File: config.mk
export PLATFORM = sky130hd
export DESIGN_NAME = shifter_share_arbiter
export DESIGN_NICKNAME = d
export VERILOG_FILES = /design/src/rtl/shifter_share_arbiter.sv
export SDC_FILE = /design/constraint.sdc
export NUM_CORES = 1
export LEC_CHECK = 0
export ABC_AREA = 1
export BUFFER_PORTS_ARGS = -buffer_cell sky130_fd_sc_hd__buf_2
export CAP_MARGIN = 20
export CORE_MARGIN = 1.5
export CORE_UTILIZATION = 53
export DETAILED_ROUTE_END_ITERATION = 10
export PLACE_DENSITY_LB_ADDON = 0.08
export REMOVE_ABC_BUFFERS = 1
export SYNTH_ARGS = -nofsm -noshare
export SYNTH_HDL_FRONTEND = slang
export SYNTH_SLANG_ARGS = --single-unit
File: constraint.sdc
create_clock -name clk -period 2 [get_ports clk]
set_clock_uncertainty 0.15 [all_clocks]
set_input_delay 0.1 -clock clk [delete_from_list [all_inputs] [get_ports clk]]
set_output_delay 0.1 -clock clk [all_outputs]
set_load 0.1 [all_outputs]
File: src/rtl/shifter_share_arbiter.sv
// Two requesters share one barrel shifter; round-robin grant feeds a one-entry valid/ready result buffer.
// Optional statistics counters are compiled in with `define SHIFTER_ARB_STATS_EN.

module shifter_share_arbiter_shift #(
    parameter int OPERAND_WIDTH  = 16,
    parameter int SHAMT_WIDTH    = 4,
    parameter int NUM_OPERATIONS = 2
) (
    input  logic [OPERAND_WIDTH-1:0]  operand,
    input  logic [SHAMT_WIDTH-1:0]    shamt,
    input  logic [NUM_OPERATIONS-1:0] oper,
    output logic [OPERAND_WIDTH-1:0]  result
);
    localparam logic [SHAMT_WIDTH:0] WIDTH_L = (SHAMT_WIDTH+1)'(OPERAND_WIDTH);

    logic [SHAMT_WIDTH:0]      inv;
    logic [OPERAND_WIDTH-1:0]  shl, shr, rol, ror;

    // inv reaches OPERAND_WIDTH at shamt 0, which shifts to zero and leaves the rotate a pass-through
    always_comb begin
        inv = WIDTH_L - {1'b0, shamt};
        shl = operand << shamt;
        shr = operand >> shamt;
        rol = shl | (operand >> inv);
        ror = shr | (operand << inv);
        case (oper)
            NUM_OPERATIONS'(0): result = rol;
            NUM_OPERATIONS'(1): result = shl;
            NUM_OPERATIONS'(2): result = ror;
            default:            result = shr;
        endcase
    end
endmodule

module shifter_share_arbiter #(
    parameter int OPERAND_WIDTH  = 16,
    parameter int SHAMT_WIDTH    = 4,
    parameter int NUM_OPERATIONS = 2
) (
    input  logic                      clk,
    input  logic                      rst_n,
    input  logic                      req0_valid,
    output logic                      req0_ready,
    input  logic [OPERAND_WIDTH-1:0]  req0_in,
    input  logic [SHAMT_WIDTH-1:0]    req0_shamt,
    input  logic [NUM_OPERATIONS-1:0] req0_oper,
    input  logic                      req1_valid,
    output logic                      req1_ready,
    input  logic [OPERAND_WIDTH-1:0]  req1_in,
    input  logic [SHAMT_WIDTH-1:0]    req1_shamt,
    input  logic [NUM_OPERATIONS-1:0] req1_oper,
    output logic                      rsp_valid,
    input  logic                      rsp_ready,
    output logic [OPERAND_WIDTH-1:0]  rsp_data,
    output logic                      rsp_id,
    output logic                      busy
`ifdef SHIFTER_ARB_STATS_EN
    ,
    input  logic                      stats_clr,
    output logic [15:0]               grant0_cnt,
    output logic [15:0]               grant1_cnt,
    output logic [15:0]               stall_cnt
`endif
);
    typedef struct packed {
        logic [OPERAND_WIDTH-1:0]  operand;
        logic [SHAMT_WIDTH-1:0]    shamt;
        logic [NUM_OPERATIONS-1:0] oper;
    } op_t;

    op_t                      sel;
    logic                     can_accept, grant0, grant1, any_grant;
    logic                     ptr;  // 0: requester 0 wins contention, 1: requester 1
    logic [OPERAND_WIDTH-1:0] shift_result;

    assign can_accept = !rsp_valid || rsp_ready;
    // rst_n gating keeps both readies low throughout reset
    assign grant0     = rst_n && can_accept && req0_valid && (!req1_valid || !ptr);
    assign grant1     = rst_n && can_accept && req1_valid && (!req0_valid ||  ptr);
    assign any_grant  = grant0 || grant1;
    assign req0_ready = grant0;
    assign req1_ready = grant1;
    assign busy       = rsp_valid && !rsp_ready;

    assign sel = grant1 ? op_t'{req1_in, req1_shamt, req1_oper}
                        : op_t'{req0_in, req0_shamt, req0_oper};

    shifter_share_arbiter_shift #(
        .OPERAND_WIDTH (OPERAND_WIDTH),
        .SHAMT_WIDTH   (SHAMT_WIDTH),
        .NUM_OPERATIONS(NUM_OPERATIONS)
    ) u_shift (
        .operand(sel.operand),
        .shamt  (sel.shamt),
        .oper   (sel.oper),
        .result (shift_result)
    );

    always_ff @(posedge clk or negedge rst_n) begin
        if (!rst_n) begin
            rsp_valid <= 1'b0;
            rsp_data  <= '0;
            rsp_id    <= 1'b0;
            ptr       <= 1'b0;
        end else if (any_grant) begin
            rsp_valid <= 1'b1;
            rsp_data  <= shift_result;
            rsp_id    <= grant1;
            ptr       <= grant0;
        end else if (rsp_ready) begin
            rsp_valid <= 1'b0;
        end
    end

`ifdef SHIFTER_ARB_STATS_EN
    always_ff @(posedge clk or negedge rst_n) begin
        if (!rst_n) begin
            grant0_cnt <= '0;
            grant1_cnt <= '0;
            stall_cnt  <= '0;
        end else if (stats_clr) begin
            grant0_cnt <= '0;
            grant1_cnt <= '0;
            stall_cnt  <= '0;
        end else begin
            if (grant0 && grant0_cnt != 16'hFFFF) grant0_cnt <= grant0_cnt + 16'd1;
            if (grant1 && grant1_cnt != 16'hFFFF) grant1_cnt <= grant1_cnt + 16'd1;
            if (busy   && stall_cnt  != 16'hFFFF) stall_cnt  <= stall_cnt  + 16'd1;
        end
    end
`endif
endmodule

==> results.py <==
metrics = {
    "final_layout": {
        "syn2layout_area_growth_pct": 39.7,
        "fill_cells": 630,
        "regArea_um2": 475,
        "final_nets": 960,
        "fin_util": 0.755,
        "diodes": 0,
        "multi_input_area_mm2": 0.00316,
        "drive_gt1_frac": 0.311,
        "stdcell_count": 1009,
    },
    "clock_tree": {
        "cts.sinks": 19,
        "clockBufferDepth": 2,
        "clock_latency_ps": 250,
        "cts_tree": "yes",
        "clkTransAtPathRegs_ps": 70,
        "htreeDepth": 1,
        "root_buffer": "clkbuf_8",
        "cts_made_buffers": 3,
    },
    "route": {
        "vias_per_cell": 5.82,
        "routed_wl_um": 16400,
        "drt_iter0_markers": 823,
        "wire_per_inst_um": 16.3,
        "first_pass_iters": 6,
        "vias": 5872,
        "drtAntennaViolNets": 0,
        "drc": 0,
    },
    "yosys": {
        "synth_cells": 766,
        "synth_top_area_frac": 0.347,
        "synthTopCellsByArea": "nand2_1 35%, nand3_1 16%, dfrtp_1 12%, inv_1 5.5%, nor2_1 3.4%",
        "ys_warn_count": 0,
        "synth.distinct_cells": 30,
        "synth_area_mm2": 0.00388,
        "yosysSeqAreaShare": 0.123,
        "syn_avg_cell_area_um2": 5.06,
        "ys_seq_elements": 19,
        "netlist.top_cell.by_area": "nand2_1",
    },
    "sta": {
        "min_period_over_period": 1.25,
        "setup_violations": 16,
        "holdWs_ps": 125,
        "layout_setup_ws_ps": -509,
        "grt_setup_unrepaired": "yes",
        "finalHoldViolCount": 0,
        "relSlewSlack": 0.669,
        "slew_violations": 0,
        "worst_pin_slew_ps": 501,
        "fmax_ghz": 0.399,
        "finalCriticalPeriod_ps": 2510,
    },
    "floorplanning": {
        "die_h_um": 88.5,
        "rows": 31,
        "initial_utilization": 0.541,
        "core_mm2": 0.00718,
        "die_area_mm2": 0.00784,
        "die_w_um": 88.5,
        "ios": 70,
    },
    "critical_path": {
        "r2r_end": "rsp_data[8]$_DFFE_PN0P_",
        "r2r_start": "rsp_valid$_DFFE_PN0P_",
        "worstPathArrival_ps": 2510,
        "r2r_slack_ps": -510,
        "rr_worst_depth": 17,
        "required_ps": 2000,
        "critPathMaxFanout": 6,
        "cp-start-kind": "flop",
        "end_kind": "flop",
        "worstSetupPathType": "flop to flop",
    },
    "place": {
        "port-buffer-count": 69,
        "place_inst": 990,
        "dp_slack_ps": -502,
        "gp_congestion": 1.08,
        "hpwl_um": 12600,
    },
    "grt": {
        "grt.overflow.total": 0,
        "grt_max_degree": 28,
        "grtUsageTotal": 0.436,
        "antenna_found_initial": 0,
        "grt_pass1_wl_um": 26400,
        "grt_pass1_vias": 5594,
    },
    "run_status": {
        "failed_checks": "setup timing",
        "status": "finished, violations left",
    },
    "min_path": {
        "holdCritStartpoint": "req0_valid",
        "hp-class": "primary input to flop",
        "hold_depth": 4,
        "holdPathEnd": "ptr$_DFFE_PN0P_",
    },
    "power": {
        "ir_worst_vdd_mv": 0.926,
        "p_per_area_mw_per_mm2": 888,
        "power.leakage_nw": 3.06,
    },
    "job": {
        "cap_violations": 0,
    },
}
worst max-delay path, cell delays in order, from the launching register on:
cell      delay, ps
dfrtp_1         410
a21boi_4        300
buf_6           160
nand3_1         100
nand2_4         130
buf_4           130
buf_4            90
nand2_2          90
nand2_1         170
nand2_1         120
nand3_1         110
nand2_2          70
nand2_1          60
nand2_1          70
nand2_1          60
nand3_1          70
nand2_1          70
nand2_1          50
cells in the mapped netlist (all sizes together):
cell type and n:
clkbuf 15, nand2 371, buf 25, clkinv 5, o211ai 14, or2 6, o21a 1, o21ai 39
nand4 11, nand3b 14, inv 64, nor2 37, a21boi 2, dfrtp 19, a21oi 19, nand3 123
nor3 1
kinds of logic after synthesis:
kind of cell           count (synthesis)  synth area share
buffers and inverters                109             0.131
AO/OA/AOI/OAI                         75             0.123
AND/OR/NAND/NOR                      563             0.624
flip-flops                            19             0.123
flip-flops by register name, summed over array words and instances (netlist names):
signal     flops
rsp_valid      1
ptr            1
rsp_id         1
rsp_data      16
cells in the final DEF, fill, tap and decap left out, types with 15 or more instances in the layout:
master | netlist | routed
nand2_2 | 9 | 47
buf_4 | 4 | 90
nand3_1 | 122 | 111
dfrtp_1 | 19 | 19
nor2_1 | 35 | 33
o21ai_0 | 16 | 15
buf_2 | 12 | 67
nand2_1 | 359 | 317
inv_1 | 57 | 54
a21oi_1 | 18 | 16
stage by stage:
step	instance area [µm²]	setup TNS (ps)	total power [mW]
3_5_place_dp	4940	-7550	4.18
6_report	5420	-7350	4.81
2_1_floorplan	3630	-32310	3.09
4_1_cts	5270	-6120	4.62
5_1_grt	5420	-9670	5.12
3_3_place_gp	4940	-6730	4.14
layout make-up:
cell class | count | area share
Sequential cell | 19 | 0.0877
Timing Repair Buffer | 178 | 0.248
Multi-Input combinational cell | 639 | 0.583
Clock buffer | 3 | 0.00762
Clock inverter | 1 | 0.000923
Timing Repair inverter | 1 | 0.00139
Inverter | 69 | 0.0489
Tap cell | 99 | 0.0229
power breakdown:
part	leakage (nW)	internal, mW	switching [mW]
sequential	0.227	0.531	0.0805
clock	0.0255	0.138	0.132
combinational	2.81	1.13	2.80
per-layer routing:
metal | up-vias | track usage | wire, µm
met5 | - | 0 | 0
met4 | 0 | 0.237 | 1030
met3 | 98 | 0.119 | 1680
met2 | 387 | 0.715 | 7570
met1 | 2639 | 0.517 | 6150
li1 | 2748 | - | -
worst max-delay path by stage:
stage                     cells past startpoint                       end                   from
after global routing                         17   rsp_data[8]$_DFFE_PN0P_  rsp_valid$_DFFE_PN0P_
after floorplan                              14   rsp_data[7]$_DFFE_PN0P_  rsp_valid$_DFFE_PN0P_
after detailed placement                     16  rsp_data[15]$_DFFE_PN0P_  rsp_valid$_DFFE_PN0P_
after CTS                                    13   rsp_data[6]$_DFFE_PN0P_  rsp_valid$_DFFE_PN0P_
after global placement                       14   rsp_data[7]$_DFFE_PN0P_  rsp_valid$_DFFE_PN0P_
final                                        17   rsp_data[8]$_DFFE_PN0P_  rsp_valid$_DFFE_PN0P_
timing repair:
action,in CTS,in global routing
gates cloned,3,0
setup buffers,9,1
hold buffers,2,0
setup endpoints to repair,16,16
endpoints found under the hold margin,20,0
gates resized for setup,53,38
pin swaps,9,11
Power figures use the tool's default switching activity.
